**src/rtl/decoder_sequenced_3to8.sv**
```systemverilog
// Registered 3-to-8 decoder with programmable hold and idle gap (active-low I/O).
// Optional one-entry pending buffer enabled by defining DECODER_PENDING_EN.
module decoder_sequenced_3to8 #(
  parameter int unsigned HOLD_CYCLES = 4,
  parameter int unsigned GAP_CYCLES  = 1
) (
  input  logic       clk,
  input  logic       reset_,
  input  logic       enable_in_,
  input  logic [2:0] signal_i_,
  input  logic       group_signal_,
  output logic [7:0] signal_o_,
  output logic       busy_,
  output logic       enable_out_,
  output logic       drop_,
  output logic [1:0] state_dbg
);

  // Handshake: a request is a rising edge that samples enable_in_=0 and
  // group_signal_=0; it is accepted in IDLE, buffered or dropped otherwise.

  typedef enum logic [1:0] {
    IDLE = 2'd0,
    HOLD = 2'd1,
    GAP  = 2'd2
  } state_t;

`ifdef DECODER_PENDING_EN
  localparam bit PEND_EN = 1'b1;
`else
  localparam bit PEND_EN = 1'b0;
`endif

  localparam logic [7:0] HOLD_LOAD = 8'(HOLD_CYCLES - 1);
  localparam logic [7:0] GAP_LOAD  = (GAP_CYCLES == 0) ? 8'd0 : 8'(GAP_CYCLES - 1);

  state_t     state_q, state_d;
  logic [7:0] cnt_q, cnt_d;
  logic [2:0] index_q, index_d;
  logic       pend_valid, pend_valid_d;
  logic [2:0] pend_index, pend_index_d;
  logic       req, abort, launch_pend, capture, store, drop_now;
  logic [7:0] sig_d;
  logic       busy_d;

  assign req   = !enable_in_ && !group_signal_;
  assign abort = enable_in_ && (state_q != IDLE);

  // State register, including the registered outputs.
  always_ff @(posedge clk or negedge reset_) begin
    if (!reset_) begin
      state_q    <= IDLE;
      cnt_q      <= 8'd0;
      index_q    <= 3'd0;
      pend_valid <= 1'b0;
      pend_index <= 3'd0;
      signal_o_  <= 8'hFF;
      busy_      <= 1'b1;
      drop_      <= 1'b1;
    end else begin
      state_q    <= state_d;
      cnt_q      <= cnt_d;
      index_q    <= index_d;
      pend_valid <= pend_valid_d;
      pend_index <= pend_index_d;
      signal_o_  <= sig_d;
      busy_      <= busy_d;
      drop_      <= !drop_now;
    end
  end

  // Next-state logic; a drained pending entry launches HOLD with no idle cycle.
  always_comb begin
    state_d     = state_q;
    cnt_d       = cnt_q;
    index_d     = index_q;
    launch_pend = 1'b0;
    case (state_q)
      IDLE: begin
        if (pend_valid) begin
          state_d     = HOLD;
          cnt_d       = HOLD_LOAD;
          index_d     = pend_index;
          launch_pend = 1'b1;
        end else if (req) begin
          state_d = HOLD;
          cnt_d   = HOLD_LOAD;
          index_d = ~signal_i_;
        end
      end
      HOLD: begin
        if (abort) begin
          state_d = IDLE;
          cnt_d   = 8'd0;
        end else if (cnt_q != 8'd0) begin
          cnt_d = cnt_q - 8'd1;
        end else if (GAP_CYCLES != 0) begin
          state_d = GAP;
          cnt_d   = GAP_LOAD;
        end else if (pend_valid) begin
          cnt_d       = HOLD_LOAD;
          index_d     = pend_index;
          launch_pend = 1'b1;
        end else begin
          state_d = IDLE;
        end
      end
      GAP: begin
        if (abort) begin
          state_d = IDLE;
          cnt_d   = 8'd0;
        end else if (cnt_q != 8'd0) begin
          cnt_d = cnt_q - 8'd1;
        end else if (pend_valid) begin
          state_d     = HOLD;
          cnt_d       = HOLD_LOAD;
          index_d     = pend_index;
          launch_pend = 1'b1;
        end else begin
          state_d = IDLE;
        end
      end
      default: begin
        state_d = IDLE;
        cnt_d   = 8'd0;
      end
    endcase
  end

  // Requests that cannot start a HOLD directly are buffered or dropped.
  always_comb begin
    capture      = req && ((state_q != IDLE) || pend_valid);
    store        = PEND_EN && capture && (!pend_valid || launch_pend);
    drop_now     = capture && !store;
    pend_valid_d = pend_valid;
    pend_index_d = pend_index;
    if (abort) begin
      pend_valid_d = 1'b0;
    end else if (store) begin
      pend_valid_d = 1'b1;
      pend_index_d = ~signal_i_;
    end else if (launch_pend) begin
      pend_valid_d = 1'b0;
    end
  end

  // Output logic: values registered alongside the state they describe.
  always_comb begin
    sig_d  = 8'hFF;
    busy_d = (state_d == IDLE);
    if (state_d == HOLD) begin
      sig_d = ~(8'd1 << index_d);
    end
  end

  assign enable_out_ = !(reset_ && !enable_in_ && (state_q == IDLE) && group_signal_);
  assign state_dbg   = state_q;

endmodule
```
**config.mk**
```make
export PLATFORM = sky130hd
export DESIGN_NAME = decoder_sequenced_3to8
export DESIGN_NICKNAME = d
export VERILOG_FILES = /design/src/rtl/decoder_sequenced_3to8.sv
export SDC_FILE = /design/constraint.sdc
export NUM_CORES = 1
export LEC_CHECK = 0
export CAP_MARGIN = 20
export CORE_MARGIN = 2
export CORE_UTILIZATION = 32
export DETAILED_ROUTE_END_ITERATION = 10
export GPL_TIMING_DRIVEN = 0
export SETUP_SLACK_MARGIN = 0.05
export SLEW_MARGIN = 20
export SYNTH_ARGS = -nofsm -noshare
export SYNTH_HDL_FRONTEND = slang
export SYNTH_SLANG_ARGS = --single-unit
```
**constraint.sdc**
```tcl
create_clock -name clk -period 3.15 [get_ports clk]
set_input_delay 0.63 -clock clk [delete_from_list [all_inputs] [get_ports clk]]
set_output_delay 0.63 -clock clk [all_outputs]
set_load 0.05 [all_outputs]
```
==> results of run 1 <==
## how the worst max path moves through the flow
stage                     slack (ns)     endpoint  depth (start not counted)
after floorplan                 0.88  enable_out_                          3
after CTS                       0.13  enable_out_                          4
final                           0.21  enable_out_                          4
after global placement         -0.49  enable_out_                          4
after detailed placement       -0.52  enable_out_                          4
after global routing            0.08  enable_out_                          4
## final cells by class
class	count	area (sq um)
clock inverters	1	5.00
clock buffers	3	22.5
multi-input cells	76	509
well taps	46	57.6
plain buffers	4	18.8
flip-flops and latches	23	588
repair buffers	18	180
inverters	8	30.0
fillers	325	1980
## cells in the final DEF, fill, tap and decap left out, drive strengths merged, types with 2 or more instances in the layout
| cell type | synthesis | layout |
|---|---|---|
| nand3 | 5 | 5 |
| nor3b | 2 | 2 |
| dfstp | 10 | 10 |
| a211oi | 2 | 2 |
| o21ai | 5 | 5 |
| inv | 8 | 8 |
| ha | 2 | 2 |
| or4 | 5 | 5 |
| clkdlybuf4s50 | 0 | 17 |
| clkbuf | 1 | 4 |
| or2 | 2 | 2 |
| nor4 | 3 | 3 |
| buf | 3 | 3 |
| or3 | 4 | 4 |
| dfrtp | 13 | 13 |
| o31ai | 4 | 4 |
| a21oi | 8 | 8 |
| nand2 | 5 | 5 |
| nor2 | 11 | 11 |
| nand4 | 4 | 4 |
## cell families (layout without fill, tap and decap cells)
| family | Yosys count | after routing |
|---|---|---|
| AOI/OAI and AO/OA | 26 | 26 |
| and+or+nand+nor | 46 | 46 |
| muxes | 2 | 2 |
| DFF | 23 | 23 |
| adders and majority gates | 2 | 2 |
| buffers and inverters | 12 | 34 |
## through the flow
stage / hold slack (ns) / std cells
finish: 0.382 / 179
global route: 0.407 / 179
CTS: 0.401 / 179
detailed placement: 0.593 / 175
global placement: 0.582 / 175
floorplan: 0.334 / 111
## flip-flops by register name, indices dropped and copies added (netlist names)
name	count
drop_	1
busy_	1
signal_o_	8
index_q	3
state_dbg	2
cnt_q	8
## worst max-delay path: stages
cell	delay, ns
clkdlybuf4s18_2	0.54
nand2_1	0.09
or3_1	0.33
clkdlybuf4s50_1	0.71
## routing by layer
metal | GRT usage [%] | vias to the layer above | routed length (um)
li1 | - | 448 | -
met2 | 23.6 | 20 | 1220
met3 | 2.82 | 2 | 101
met5 | 0 | - | 0
met1 | 17.4 | 449 | 1180
met4 | 5.98 | 0 | 10
## timing repair
item	in CTS	in global routing
pin swaps	0	0
resized for setup	3	1
gates cloned	0	0
hold endpoints to repair	0	0
setup endpoints to repair	1	1
## where the power goes
| group | internal, W | switching [W] |
|---|---|---|
| clock network | 0.0000474 | 0.0000908 |
| logic | 0.000251 | 0.000413 |
| registers | 0.000402 | 0.0000795 |
| total | 0.000701 | 0.000584 |
==> results.py, run 1 <==
metrics = {
    "power_and_ir_drop": {
        "power.total_w": 0.00128,
        "power_density_nw_per_um2": 910,
        "peakVddDrop_mv": 0.406,
        "leakagePower_nw": 0.573,
    },
    "floorplan": {
        "num_rows": 21,
        "design.core.area_sq_um": 3390,
        "die_h_um": 63.8,
        "initial_core_util_pct": 33.8,
        "ios": 20,
        "dieArea_sq_um": 4080,
        "die_w_um": 63.8,
    },
    "flow_run": {
        "max_cap_viol_count": 0,
    },
    "grt": {
        "antenna_found_initial": 0,
        "grt_pass1_wl_um": 4550,
        "grt_max_degree": 25,
        "grt.total_usage_pct": 14.0,
        "grt_pass1_vias": 976,
        "overflow": 0,
    },
    "detailed_routing": {
        "ant_nets": 0,
        "drt-pass1-iter-count": 4,
        "wl_per_cell_um": 14.0,
        "drc": 0,
        "via_per_inst": 5.13,
        "drtIter0Drc": 23,
        "wl_um": 2510,
        "num_vias": 919,
    },
    "setup_path": {
        "reg2reg_slack_ns": 0.93,
        "cp_max_fo": 24,
        "startpoint": "reset_",
        "required_ns": 2.52,
        "r2r-start": "cnt_q[0]",
        "end_kind": "primary output",
        "regToRegEndpoint": "cnt_q[7]",
        "start_kind": "primary input",
        "critPathKind": "in -> out",
        "ff2ff_path_depth": 6,
        "cp.arrival_ns": 2.31,
    },
    "final_layout": {
        "final_util_pct": 41.6,
        "finalNetCount": 143,
        "drive_gt1_share_pct": 20.3,
        "syn_to_final_growth_pct": 23.1,
        "antenna_cells": 0,
        "stdcell_area_sq_um": 1410,
    },
    "timing": {
        "finalCritPeriodShare_pct": 93.4,
        "rsz0062_at_grt": "no",
        "tns_ns": 0,
        "slew_violations": 0,
        "finalCriticalPeriod_ns": 2.94,
        "worst_pin_slew_ns": 0.563,
        "clock-skew-final_ns": 0.00526,
        "fmax_mhz": 340,
        "slew_headroom_pct": 62.5,
        "layout_setup_ws_ns": 0.208,
        "finalHoldViolations": 0,
        "setup_viol": 0,
    },
    "synth": {
        "syn_area_sq_um": 1150,
        "synth_compound_area_share_pct": 15.2,
        "avgSynthCellArea_sq_um": 10.3,
        "yosys_most_used_dff": "dfrtp_1",
        "synth_xor_area_share_pct": 0,
        "yosys_warnings": 0,
        "netlist_instances": 111,
        "yosys-top-cells-area": "dfrtp_1, dfstp_2, nor2_1",
        "synth_cell_types": 38,
        "synth.most_common_cell": "dfrtp_1",
        "synth_top_family_by_area": "simple AND/OR/NAND/NOR gates",
        "yosysSeqAreaShare_pct": 51.3,
        "yosys.area_share.simple_pct": 25.2,
        "yosys.area_share.adder_pct": 2.18,
        "synthesis.nets": 120,
        "synth_edf_count": 0,
        "synth-seq-cells": 23,
        "synthArstFlopShare_pct": 100,
        "yosys-top-cells-count": "dfrtp_1, nor2_1, dfstp_2",
        "synthMuxAreaShare_pct": 1.86,
        "synth_top_area_share_pct": 28.4,
        "yosysTopAreaCell": "dfrtp_1",
    },
    "placed_design": {
        "dp_slack_ns": -0.519,
        "buffer_ports.inserted": 18,
        "gp_congestion": 0.760,
        "dpl_cell_area_sq_um": 1380,
        "dp_hpwl_um": 1830,
    },
    "clock_tree": {
        "holdBufCountCts": 0,
        "clk_pin_slew_ns": 0.13,
        "clock_sinks": 23,
        "cts-htree-levels": 1,
        "cts_tree": "built",
        "cts_setup_buffers": 0,
        "clock-root-buffer": "clkbuf_4",
        "cts-buffers-inserted": 3,
        "clk_latency_ns": 0.31,
        "cts_buffer_depth": 2,
    },
    "hold_path": {
        "min_path_type": "in -> async",
    },
    "status": {
        "outcome": "finished, final reports clean",
    },
}
Power figures use the tool's default switching activity.
==> run 2: changes to the inputs <==
- CORE_MARGIN: 2 -> 1
==> results.py, run 2 (synthesized netlist as in run 1, its figures left out) <==
metrics = {
    "detailed_routing": {
        "wl_per_cell_um": 13.9,
        "ant_nets": 0,
        "drt-pass1-iter-count": 4,
        "drtIter0Drc": 20,
        "wl_um": 2490,
        "drc": 0,
        "via_per_inst": 5.22,
        "num_vias": 934,
    },
    "power_and_ir_drop": {
        "p_comb_share_pct": 51.5,
        "sw_frac_of_total_pct": 45.1,
        "power_density_nw_per_um2": 904,
        "leakagePower_nw": 0.573,
        "seq_power_share_pct": 37.7,
        "p_switching_w": 0.000576,
        "p_int_w": 0.000700,
        "clkPwrFrac_pct": 10.7,
        "peakVddDrop_mv": 0.417,
    },
    "floorplan": {
        "ios": 20,
        "design.core.area_sq_um": 3390,
        "dieArea_sq_um": 3820,
        "initial_core_util_pct": 33.8,
        "die_h_um": 61.8,
        "num_rows": 21,
        "die_w_um": 61.8,
    },
    "status": {
        "outcome": "finished, final reports clean",
    },
    "final_layout": {
        "antenna_cells": 0,
        "finalNetCount": 143,
        "final_util_pct": 41.6,
        "final_cell_mix": "clkdlybuf4s50_1, dfrtp_1, nor2_1",
        "largestRegisters": "cnt_q (8), signal_o_ (8), index_q (3)",
        "final_common_cell": "clkdlybuf4s50_1",
        "syn_to_final_growth_pct": 23.1,
        "drive_gt1_share_pct": 20.3,
    },
    "placed_design": {
        "buffer_ports.inserted": 18,
        "gp_congestion": 0.765,
        "dp_hpwl_um": 1830,
    },
    "setup_path": {
        "ff2ff_path_depth": 6,
        "critPathKind": "in -> out",
        "regToRegEndpoint": "cnt_q[7]",
        "startpoint": "reset_",
        "end_kind": "primary output",
        "worstSetupEndpoint": "enable_out_",
        "r2r-start": "cnt_q[0]",
        "reg2reg_slack_ns": 0.96,
        "cp_max_fo": 24,
        "required_ns": 2.52,
        "cp.arrival_ns": 2.34,
        "critPathSlowestCell": "clkdlybuf4s50_1",
        "critPathBufInv": 2,
        "cp_cell_sequence": "clkdlybuf4s18_2 > nand2_1 > or3_1 > clkdlybuf4s50_1",
        "cp_top_family": "buffers and inverters",
        "start_kind": "primary input",
        "crit_path_max_incr_delay_ns": 0.73,
        "crit_cells": 4,
    },
    "timing": {
        "worst_pin_slew_ns": 0.573,
        "clock-skew-final_ns": 0.00261,
        "rsz0062_at_grt": "no",
        "whs_ns": 0.389,
        "slew_violations": 0,
        "setup_viol": 0,
        "finalCritPeriodShare_pct": 94.2,
        "finalHoldViolations": 0,
        "fmax_mhz": 337,
        "finalCriticalPeriod_ns": 2.97,
        "slew_headroom_pct": 61.8,
    },
    "clock_tree": {
        "cts_setup_buffers": 0,
        "cts-buffers-inserted": 3,
        "clk_latency_ns": 0.31,
        "clock_sinks": 23,
        "clk_pin_slew_ns": 0.13,
        "cts-htree-levels": 1,
        "cts_tree": "built",
        "clock-root-buffer": "clkbuf_4",
        "cts_buffer_depth": 2,
        "holdBufCountCts": 0,
    },
    "hold_path": {
        "min_path_type": "in -> async",
    },
    "flow_run": {
        "max_cap_viol_count": 0,
    },
    "grt": {
        "grt_pass1_vias": 941,
        "grt_pass1_wl_um": 4230,
        "grt_max_degree": 25,
        "antenna_found_initial": 0,
        "grt.total_usage_pct": 15.2,
        "overflow": 0,
    },
}
-- run 2: layout make-up --
cell class	instances	area, sq um
plain buffers	4	18.8
flip-flops and latches	23	588
well taps	46	57.6
inverters	8	30.0
fillers	334	1980
multi-input cells	76	509
clock buffers	3	22.5
repair buffers	18	180
clock inverters	1	5.00
-- run 2: worst min path at each step --
stage	startpoint	end	slack, ns
after floorplan	reset_	cnt_q[0]	0.33
after global placement	cnt_q[4]	cnt_q[4]	0.58
after detailed placement	cnt_q[4]	cnt_q[4]	0.59
after CTS	reset_	cnt_q[2]	0.41
after global routing	reset_	cnt_q[2]	0.41
final	reset_	cnt_q[4]	0.39
-- run 2: metal layers --
layer  vias to the layer above  wire length [um]  GRT usage, %
li1                        450                 -             -
met1                       452              1130          18.7
met2                        25              1190          25.0
met3                         7               115          3.93
met4                         0                51          6.67
met5                         -                 0             0
-- run 2: worst register-to-register path, stage by stage, from the launching register on --
cell and delay [ns]:
dfrtp_1 0.42, inv_1 0.15, ha_1 0.19, nor3b_1 0.45, a211oi_1 0.22, nor3_2 0.46
o21ba_1 0.21
-- run 2: power by group through the flow --
stage / Combinational, W / Clock [W] / Sequential (W)
3_5_place_dp: 0.000654 / 0 / 0.000486
4_1_cts: 0.000657 / 0.000145 / 0.000481
6_report: 0.000657 / 0.000137 / 0.000482
3_3_place_gp: 0.000645 / 0 / 0.000482
5_1_grt: 0.000726 / 0.000156 / 0.000496
2_1_floorplan: 0.000403 / 0 / 0.000563
-- run 2: per-stage QoR --
step	setup TNS, ns	area (sq um)	setup slack [ns]	total power (W)	cells
3_5_place_dp	-0.534	1380	-0.534	0.00114	175
4_1_cts	0	1410	0.107	0.00128	179
3_3_place_gp	-0.484	1380	-0.484	0.00113	175
5_1_grt	0	1410	0.0531	0.00138	179
6_report	0	1410	0.184	0.00128	179
2_1_floorplan	0	1150	0.883	0.000966	111
-- run 2: timing repair --
| item | CTS | global route |
|---|---|---|
| gates resized for setup | 3 | 1 |
| pin swaps | 0 | 0 |
| endpoints found under the setup margin | 1 | 1 |
==> run 3: changes to the inputs <==
- ABC_AREA: default -> 1
- CTS_CLUSTER_DIAMETER: default -> 80
- MAX_ROUTING_LAYER: default -> met4
==> results.py, run 3 <==
metrics = {
    "synth": {
        "avgSynthCellArea_sq_um": 7.90,
        "yosysSeqAreaShare_pct": 47.7,
        "yosys.area_share.simple_pct": 32.9,
        "synth-seq-cells": 23,
        "netlist_instances": 156,
        "synth_top_area_share_pct": 26.4,
        "yosys_warnings": 0,
        "synthMuxAreaShare_pct": 0,
        "yosysTopAreaCell": "dfrtp_1",
        "synth_top_family_by_area": "simple AND/OR/NAND/NOR gates",
        "synth_cell_types": 22,
        "synthArstFlopShare_pct": 100,
        "synth.most_common_cell": "nand2_1",
        "synth_xor_area_share_pct": 0.711,
        "yosys_most_used_dff": "dfrtp_1",
        "yosys.area_share.adder_pct": 2.03,
        "yosys-top-cells-count": "nand2_1, nor2_1, inv_1",
        "synthesis.nets": 165,
        "synth_edf_count": 0,
        "yosys-top-cells-area": "dfrtp_1, dfstp_2, nand2_1",
        "synth_compound_area_share_pct": 8.73,
        "syn_area_sq_um": 1230,
    },
    "setup_path": {
        "start_kind": "primary input",
        "cp_cell_sequence": "clkdlybuf4s50_1 > inv_2 > nand4_1 > clkdlybuf4s50_1",
        "crit_top_cell": "clkdlybuf4s50_1",
        "critPathKind": "in -> out",
        "crit_path_max_incr_delay_ns": 0.82,
        "required_ns": 2.52,
        "r2r-start": "cnt_q[0]",
        "cp.arrival_ns": 2.25,
        "cp_max_fo": 5,
        "critPathSlowestCell": "clkdlybuf4s50_1",
        "startpoint": "enable_in_",
        "end_kind": "primary output",
    },
    "clock_tree": {
        "clock_sinks": 23,
        "clk_pin_slew_ns": 0.09,
        "cts_buffer_depth": 2,
        "holdBufCountCts": 0,
        "clock-root-buffer": "clkbuf_8",
        "cts-buffers-inserted": 3,
        "clk_latency_ns": 0.26,
        "cts_tree": "built",
        "cts-htree-levels": 1,
    },
    "detailed_routing": {
        "wl_per_cell_um": 10.9,
        "via_per_inst": 4.43,
        "drt-pass1-iter-count": 4,
        "num_vias": 1006,
        "drc": 0,
        "drtIter0Drc": 13,
        "ant_nets": 0,
        "wl_um": 2470,
    },
    "placed_design": {
        "buffer_ports.inserted": 19,
        "gp_congestion": 0.890,
        "numPlacedInstances": 223,
        "dp_hpwl_um": 1940,
        "dpl_cell_area_sq_um": 1480,
    },
    "floorplan": {
        "num_rows": 22,
        "design.core.area_sq_um": 3690,
        "die_w_um": 64.1,
        "dieArea_sq_um": 4100,
        "initial_core_util_pct": 33.4,
        "ios": 20,
        "die_h_um": 64.1,
    },
    "final_layout": {
        "fill_cells": 385,
        "final_common_cell": "nand2_1",
        "finalNonFillerCells": 227,
        "syn_to_final_growth_pct": 24.2,
        "final_cell_mix": "nand2_1, nor2_1, clkdlybuf4s50_1",
        "antenna_cells": 0,
        "finalNetCount": 189,
        "largestRegisters": "cnt_q (8), signal_o_ (8), index_q (3)",
        "final_util_pct": 41.5,
        "drive_gt1_share_pct": 25.7,
        "stdcell_area_sq_um": 1530,
    },
    "hold_path": {
        "min_path_type": "in -> async",
    },
    "grt": {
        "overflow": 0,
        "grt_pass1_wl_um": 4440,
        "grt_max_degree": 25,
        "grt_pass1_vias": 1050,
        "antenna_found_initial": 0,
        "grt.total_usage_pct": 14.2,
    },
    "power_and_ir_drop": {
        "power.total_w": 0.00153,
        "power_density_nw_per_um2": 1000,
        "leakagePower_nw": 0.743,
        "peakVddDrop_mv": 0.394,
    },
    "flow_run": {
        "max_cap_viol_count": 0,
    },
    "timing": {
        "rsz0062_at_grt": "no",
        "finalCriticalPeriod_ns": 2.88,
        "slew_violations": 0,
        "finalCritPeriodShare_pct": 91.3,
        "finalHoldViolations": 0,
        "worst_pin_slew_ns": 0.586,
        "whs_ns": 0.442,
        "clock-skew-final_ns": 0.00996,
        "setup_viol": 0,
        "fmax_mhz": 348,
        "slew_headroom_pct": 60.9,
    },
    "status": {
        "outcome": "finished, final reports clean",
    },
}
-- run 3: cell count changes after synthesis, moves of 4 or more --
| cell | previous run | this run |
|---|---|---|
| a21oi_1 | 7 | 1 |
| inv_1 | 8 | 16 |
| inv_2 | 0 | 10 |
| nand2_1 | 5 | 45 |
| nand2_2 | 0 | 4 |
| nor2_1 | 11 | 19 |
| nor2_2 | 0 | 5 |
| o21ai_2 | 0 | 6 |
| o31ai_1 | 4 | 0 |
-- run 3: stage by stage --
stage                     TNS (ns)  worst slack (ns)
after global placement      -0.393            -0.393
after CTS                        0             0.255
final                            0             0.273
after floorplan                  0              1.15
after detailed placement    -0.418            -0.418
after global routing             0             0.208
-- run 3: cells by family (layout without fill, tap and decap cells) --
group,Yosys count,count (layout)
compound gates,15,15
flops,23,23
xor+xnor,1,1
fa+ha+maj,2,2
simple gates,89,89
buf+inv,26,49
-- run 3: layer usage --
metal	track usage, %	vias to the layer above	routed length [um]
met5	-	-	0
met4	4.83	0	27
met3	2.50	4	77
met2	23.8	13	1230
met1	17.1	467	1140
li1	-	522	-
-- run 3: path summary, 6_finish.rpt --
check | to | slack (ns) | cells after the start
setup / recovery | enable_out_ | 0.27 | 4
min in group clk | index_q[2] | 0.51 | 2
hold reg to reg | index_q[2] | 0.51 | 2
max in group asynchronous | index_q[1] | 2.31 | 1
setup reg to reg | cnt_q[0] | 1.59 | 9
hold / removal | cnt_q[3] | 0.44 | 1
-- run 3: layout make-up --
| cell class | count | area (sq um) | share of cell area (%) |
|---|---|---|---|
| Inverter | 26 | 97.6 | 6.38 |
| Tap cell | 48 | 60.1 | 3.92 |
| Timing Repair Buffer | 19 | 191 | 12.5 |
| Clock inverter | 1 | 5.00 | 0.327 |
| Clock buffer | 3 | 41.3 | 2.70 |
| Sequential cell | 23 | 588 | 38.4 |
| Multi-Input combinational cell | 107 | 547 | 35.7 |
-- run 3: critical path, delay by kind of cell --
family	cells	cell delay (ns)
buffers and inverters	3	1.49
and+or+nand+nor	1	0.12
-- run 3: what timing repair did --
| action | in CTS | in global routing |
|---|---|---|
| resized for setup | 3 | 0 |
| setup endpoints to repair | 1 | 0 |
| buffers inserted | 0 | 0 |
-- run 3: power by group --
group          internal, W  switching (W)  leakage, nW  total (W)
registers         0.000406      0.0000652        0.273   0.000471
logic             0.000278       0.000600        0.444   0.000879
clock network    0.0000882      0.0000967       0.0255   0.000185
